## src/rtl/bcd_scan_counter.sv

```systemverilog
// bcd_scan_counter: 4-digit BCD up/down counter with multiplexed digit scan.
// Define BLANK_LEADING_ZEROS_EN to blank leading-zero digits (b=4'b1111).
module bcd_scan_counter #(
    parameter int SCAN_DIV = 50000
) (
    input  logic       clk,
    input  logic       rst_n,
    input  logic       en,
    input  logic       up,
    input  logic       clr,
    output logic [3:0] b,
    output logic [3:0] an,
    output logic       ovf
);
    localparam int PW = $clog2(SCAN_DIV);

    logic [PW-1:0]   pre, pre_n;
    logic [1:0]      idx, idx_n;
    logic [3:0][3:0] d, d_n;
    logic            c, wrap, last;
    logic [3:0]      b_n;
`ifdef BLANK_LEADING_ZEROS_EN
    logic            lz;
`endif

    // Next count: ripple decimal carry/borrow through the digits; a carry out of d3 is a wrap.
    always_comb begin
        d_n  = d;
        c    = 1'b1;
        wrap = 1'b0;
        if (clr) begin
            d_n = '0;
        end else if (en) begin
            for (int k = 0; k < 4; k++) begin
                if (c) begin
                    if (up) begin
                        d_n[k] = (d[k] == 4'd9) ? 4'd0 : d[k] + 4'd1;
                        c      = (d[k] == 4'd9);
                    end else begin
                        d_n[k] = (d[k] == 4'd0) ? 4'd9 : d[k] - 4'd1;
                        c      = (d[k] == 4'd0);
                    end
                end
            end
            wrap = c;
        end
    end

    // Prescaler and scan index advance, free-running regardless of en/clr.
    always_comb begin
        last  = (pre == PW'(SCAN_DIV - 1));
        pre_n = last ? '0 : pre + 1'b1;
        idx_n = last ? idx + 2'd1 : idx;
    end

    // Displayed digit uses next-state values so b tracks the count with no extra lag.
`ifdef BLANK_LEADING_ZEROS_EN
    always_comb begin
        b_n = d_n[idx_n];
        lz  = 1'b1;
        for (int k = 3; k >= 1; k--) begin
            lz = lz & (d_n[k] == 4'd0);
            if (idx_n == 2'(k) && lz) b_n = 4'hf;
        end
    end
`else
    always_comb b_n = d_n[idx_n];
`endif

    // All state and registered outputs; an and b load from the same edge.
    always_ff @(posedge clk or negedge rst_n) begin
        if (!rst_n) begin
            pre <= '0;
            idx <= 2'd0;
            d   <= '0;
            an  <= 4'b1110;
            b   <= 4'd0;
            ovf <= 1'b0;
        end else begin
            pre <= pre_n;
            idx <= idx_n;
            d   <= d_n;
            an  <= ~(4'b0001 << idx_n);
            b   <= b_n;
            ovf <= wrap;
        end
    end
endmodule

```

## config.mk

```make
export PLATFORM = sky130hd
export DESIGN_NAME = bcd_scan_counter
export DESIGN_NICKNAME = d
export VERILOG_FILES = /design/src/rtl/bcd_scan_counter.sv
export SDC_FILE = /design/constraint.sdc
export NUM_CORES = 1
export LEC_CHECK = 0
export BUFFER_PORTS_ARGS = -buffer_cell sky130_fd_sc_hd__buf_2
export CORE_MARGIN = 5
export CORE_UTILIZATION = 55
export DETAILED_ROUTE_END_ITERATION = 7
export GPL_TIMING_DRIVEN = 0
export PLACE_DENSITY = 0.73
export SLEW_MARGIN = 20
export SYNTH_ARGS = -nofsm -noshare
export SYNTH_HDL_FRONTEND = slang
export SYNTH_SLANG_ARGS = --single-unit
```

## constraint.sdc

```tcl
create_clock -name clk -period 2.94 [get_ports clk]
set_input_delay 0.294 -clock clk [delete_from_list [all_inputs] [get_ports clk]]
set_output_delay 0.294 -clock clk [all_outputs]
set_load 0.005 [all_outputs]
```

==> results.yml, run 1 <==
power:
  p_sw_frac: 0.2777
  p_leak_nw: 1.326
  power_density_nw_per_um2: 391.4
  ir_drop_mv: 0.3923
  p_switching_mw: 0.3211
  p_int_mw: 0.8352
  p_clk_frac: 0.316
  pwr-share-seq: 0.536
  combPwrFrac: 0.149
clock_tree:
  cts.path.max_buffers: 2
  postCtsSetupRepairBufs: 0
  clock_latency_ps: 290
  cts.sinks: 43
  post_cts_resized: 0
  clkTransAtPathRegs_ps: 80
  cts_buffers: 5
  cts_tree: "built"
  root_buffer: "clkbuf_8"
  h-tree-depth: 2
  holdBufCountCts: 0
logic_synthesis:
  ys.warnings.count: 0
  synth_ff_type: "dfrtp_1"
  synth_top_area_cell: "dfrtp_1"
  seq_area_frac_synth: 0.3955
  ys_types: 55
  synth.avg_cell_area_um2: 8.893
  synth_seq_cells: 43
  async_reset_ff_frac: 1.000
  synth_area_leaders: "dfrtp_1 (37%), ha_1 (4.6%), nor2_1 (4.3%)"
  synth_nets: 322
  synth_area_um2: 2730
  synth_edf_count: 0
  yosysTopAreaCellShare: 0.3666
  syn-instance-count: 307
timing:
  hold_viol: 0
  hold_slack_ps: 136.7
  setup_ws_ps: 309.2
  setup_violations: 0
  worstMarginPinSlew_ps: 931.5
  rsz0062_at_grt: "false"
  setup_tns_ps: 0
  maxSlewHeadroom: 0.3790
  max_freq_mhz: 380.1
  fin_crit_ps: 2631
  finClkSkew_ps: 7.766
  maxSlewViolCount: 0
  finalCritPeriodShare: 0.8948
critical_path:
  cpPeakStageDelay_ps: 480
  critPathLaunch: "d[0]$_DFF_PN0_"
  end_kind: "flop"
  worst_path_max_delay_cell: "dfrtp_1"
  r2r_start: "d[0]$_DFF_PN0_"
  critPathArrivalTime_ps: 2860
  startpoint_type: "flop"
  path_class: "reg -> reg"
  crit_fanout: 10
  crit_chain: "inv_1, ha_1, nor3b_1, o221ai_1, a2111o_1, a21oi_1, o22a_1, o221a_2"
  crit_family: "compound AO/OA/AOI/OAI gates"
  worstPathRequired_ps: 3170
  worst-path-buf-inv: 1
placed_design:
  io_buffer_count: 11
  place_inst: 385
  place_hpwl_um: 4246
  pre_cts_ws_ps: 361.6
  place.gp.congestion: 0.8921
die:
  num_rows: 25
  ios: 14
  die_area_um2: 6473
  core_area_um2: 4786
  die_width_um: 80.46
  die_y_um: 80.46
  start_util: 0.5705
routing:
  route.vias.total: 2293
  drt-pass1-iter-count: 4
  routed_wl_um: 5926
  viasPerCell: 5.835
  drcViolationCount: 0
  drt_iter0_markers: 127
  wl_per_cell_um: 15.08
  drtAntennaViolNets: 0
layout:
  register_area_um2: 1080
  fin_cells: 393
  diodes: 0
  multi_input_area_um2: 1514
  fillers: 419
  syn2layout_area_growth_pct: 8.203
  fin_util: 0.6173
  drive_gt1_frac: 0.09816
  nets: 340
global_route:
  grt_overflow: 0
  grt_max_degree: 44
  first_global_vias: 2151
  antenna_found_initial: 0
  grtUsageTotal: 0.2042
  grt_pass1_wl_um: 10350
worst_hold_path:
  min_path_type: "in -> async"
flow_run:
  cap_violations: 0
run_status:
  status: "completed"
power by group through the flow:
| stage | Combinational (mW) | Sequential [mW] | Clock [mW] |
|---|---|---|---|
| finish | 0.172 | 0.619 | 0.365 |
| floorplan | 0.120 | 0.628 | 0 |
| detailed placement | 0.171 | 0.631 | 0 |
| global placement | 0.168 | 0.631 | 0 |
| CTS | 0.172 | 0.619 | 0.373 |
| global route | 0.193 | 0.622 | 0.401 |
stage by stage:
step                      power, mW  cell area [um^2]
after floorplan              0.7478              2730
after global placement       0.7990              2869
after detailed placement     0.8014              2869
after CTS                     1.164              2954
after global routing          1.216              2954
final                         1.156              2954
cell usage after synthesis (all sizes together) (7+ instances only):
cell type,instances
nand2,16
clkbuf,14
ha,10
nor2,31
and3,12
xnor2,11
a21oi,15
inv,16
xor2,7
nor3,8
dfrtp,40
o21ai,18
nand3,16
per-layer routing:
layer  track usage  share of wire
met4       0.04899          0.014
met1        0.3090           0.50
met2        0.2997           0.43
met5             0              0
met3       0.03924          0.056
sequential cells by signal, summed over array words and instances (netlist names):
register,count
an,4
b,4
d,16
idx,2
ovf,1
pre,16
cell usage in the layout, fill, tap and decap left out, types with 12 or more instances in the layout:
cell / synthesis / routed
nand3_1: 16 / 16
inv_1: 16 / 16
dfrtp_1: 40 / 40
nor2_1: 31 / 31
nand2_1: 16 / 16
a21oi_1: 15 / 15
and3_1: 12 / 12
clkbuf_1: 14 / 15
o21ai_0: 17 / 17
path summary, 6_finish.rpt:
check	endpoint	slack (ps)	depth (start not counted)
worst max-delay path	b[2]$_DFF_PN0_	310	8
worst min-delay path	pre[9]$_DFF_PN0_	140	1
worst max register to register	b[2]$_DFF_PN0_	310	8
worst min register to register	pre[5]$_DFF_PN0_	510	1
max in group asynchronous	d[0]$_DFF_PN0_	2220	1
min in group clk	d[1]$_DFF_PN0_	440	4
final cells by class:
| cell class | instances | share of cell area |
|---|---|---|
| Multi-Input combinational cell | 228 | 0.5125 |
| Clock buffer | 6 | 0.02457 |
| Tap cell | 67 | 0.02838 |
| Clock inverter | 2 | 0.004235 |
| Timing Repair Buffer | 11 | 0.01864 |
| Inverter | 17 | 0.02202 |
| Sequential cell | 43 | 0.3655 |
| Buffer | 19 | 0.02414 |
kinds of logic (layout without fill, tap and decap cells):
group / after synthesis / after routing / synth area share
AND/OR/NAND/NOR: 118 / 118 / 0.2392
AO/OA/AOI/OAI: 76 / 76 / 0.1897
flip-flops: 43 / 43 / 0.3955
buffers and inverters: 36 / 55 / 0.04995
XOR/XNOR: 18 / 18 / 0.05774
adder cells (fa/ha/maj): 10 / 10 / 0.04583
multiplexers: 6 / 6 / 0.02200
worst reg2reg max path, delay by kind of cell, from the launching register on:
family / cells / cell delay, ps
AND/OR/NAND/NOR: 1 / 340
adder cells (fa/ha/maj): 1 / 250
AO/OA/AOI/OAI: 5 / 1410
flip-flops: 1 / 480
buffers and inverters: 1 / 90
(Power assumes the default switching activity.)
==> run 2, diff against run 1 <==
- CTS_BUF_LIST: not set -> sky130_fd_sc_hd__clkbuf_8
- GPL_TIMING_DRIVEN: 0 -> 1
==> run 2 against run 1 <==
Hold slack better by 7.6 ps. Critical path depth did not move. Design area down 1.8%. Register-to-register slack better by 50 ps. Die area did not move. Sequential cell count stayed put. Combinational power is 8% lower. Critical endpoint unchanged. Largest cell class unchanged. Largest power group unchanged. Highest routed layer unchanged.
==> results.yml, run 2 (same netlist as run 1, synthesis figures left out) <==
run_status:
  status: "completed"
critical_path:
  r2r_end: "b[2]$_DFF_PN0_"
  critPathArrivalTime_ps: 2830
  worst_path_max_delay_cell: "dfrtp_1"
  path_class: "reg -> reg"
  r2r_slack_ps: 350
  worstPathRequired_ps: 3180
  startpoint_type: "flop"
  r2r_cells: 8
  crit_chain: "inv_1, ha_1, nor4b_2, o221ai_1, a2111o_1, a21oi_1, o22a_1, o221a_2"
  cpPeakStageDelay_ps: 460
  r2r_start: "d[4]$_DFF_PN0_"
  end_kind: "flop"
  crit_fanout: 8
placed_design:
  place_inst: 369
  place_hpwl_um: 4130
  pre_cts_ws_ps: 404.3
  place.gp.congestion: 0.8711
  io_buffer_count: 13
  placed_area_um2: 2815
clock_tree:
  cts.path.max_buffers: 2
  cts_tree: "built"
  postCtsSetupRepairBufs: 0
  clkTransAtPathRegs_ps: 80
  clock_latency_ps: 290
  h-tree-depth: 2
  holdBufCountCts: 0
  cts.sinks: 43
  cts_buffers: 5
  root_buffer: "clkbuf_8"
  post_cts_resized: 0
layout:
  register_area_um2: 1080
  fin_util: 0.6060
  multi_input_area_um2: 1514
  final_area_um2: 2900
  layout_common_cells: "dfrtp_1 (40), nor2_1 (31), inv_1 (17), o21ai_0 (17)"
  diodes: 0
  nets: 324
  drive_gt1_frac: 0.1129
  reg_top3: "d: 16 flops, pre: 16 flops"
  fin_cells: 377
  layout_commonest_cell: "dfrtp_1"
  syn2layout_area_growth_pct: 6.233
  fillers: 411
global_route:
  antenna_found_initial: 0
  grtUsageTotal: 0.1990
  grt_max_degree: 44
  grt_pass1_wl_um: 10050
  grt-busiest-layer: "met1"
  first_global_vias: 2021
  use_met3: 0.04372
  grt_overflow: 0
  grt.met1_usage: 0.2934
  grtUsageMet2: 0.2922
die:
  die_y_um: 80.46
  ios: 14
  die_width_um: 80.46
  core_area_um2: 4786
  die_area_um2: 6473
  num_rows: 25
  start_util: 0.5705
timing:
  finalCritPeriodShare: 0.8793
  max_freq_mhz: 386.8
  rsz0062_at_grt: "false"
  maxSlewHeadroom: 0.3720
  finClkSkew_ps: 6.690
  setup_violations: 0
  hold_slack_ps: 144.4
  worstMarginPinSlew_ps: 941.9
  maxSlewViolCount: 0
  setup_tns_ps: 0
  fin_crit_ps: 2585
  hold_viol: 0
  setup_ws_ps: 354.8
routing:
  drtAntennaViolNets: 0
  wl_per_cell_um: 15.43
  viasPerCell: 5.910
  drt_iter0_markers: 210
  route.vias.total: 2228
  drt-pass1-iter-count: 5
  drcViolationCount: 0
  routed_wl_um: 5818
power:
  power_density_nw_per_um2: 396.6
  ir_drop_mv: 0.2353
  total_power_mw: 1.150
  p_leak_nw: 1.321
flow_run:
  cap_violations: 0
worst_hold_path:
  min_path_type: "in -> async"
-- run 2: changes by cell type in the layout (fill, tap and decap cells not counted) --
cell / previous run / this run
inv_1: 16 / 17
clkbuf_1: 15 / 0
buf_1: 5 / 0
buf_4: 0 / 1
buf_2: 11 / 13
-- run 2: report_power, final --
part / total, mW / switching [mW] / internal [mW]
logic: 0.159 / 0.0968 / 0.0620
registers: 0.628 / 0.0236 / 0.605
clock network: 0.363 / 0.201 / 0.163
total: 1.15 / 0.321 / 0.829
-- run 2: worst max-delay path by stage --
stage / slack [ps] / depth (start not counted) / end / from
after floorplan: 740 / 8 / b[2]$_DFF_PN0_ / d[0]$_DFF_PN0_
after global placement: 500 / 8 / b[2]$_DFF_PN0_ / d[0]$_DFF_PN0_
after detailed placement: 400 / 8 / b[2]$_DFF_PN0_ / d[4]$_DFF_PN0_
after CTS: 390 / 8 / b[2]$_DFF_PN0_ / d[4]$_DFF_PN0_
after global routing: 180 / 8 / b[3]$_DFF_PN0_ / d[0]$_DFF_PN0_
final: 350 / 8 / b[2]$_DFF_PN0_ / d[4]$_DFF_PN0_
-- run 2: cell type report --
cell class / instances / share of cell area
multi-input combinational: 228 / 0.5220
sequential: 43 / 0.3723
tap: 67 / 0.02890
timing repair buffer: 14 / 0.02502
clock buffer: 5 / 0.02373
inverter: 17 / 0.02243
clock inverter: 3 / 0.005608
-- run 2: critical path, delay by kind of cell, from the launching register on --
family	cells	cell delay (ps)
AOI/OAI and AO/OA	5	1330
adders and majority gates	1	220
buffers and inverters	1	130
DFF	1	460
and+or+nand+nor	1	390
-- run 2: metal layers --
layer,up-vias,part of all wire
li1,1094,-
met1,1052,0.48
met2,76,0.45
met3,6,0.057
met4,0,0.0083
met5,-,0
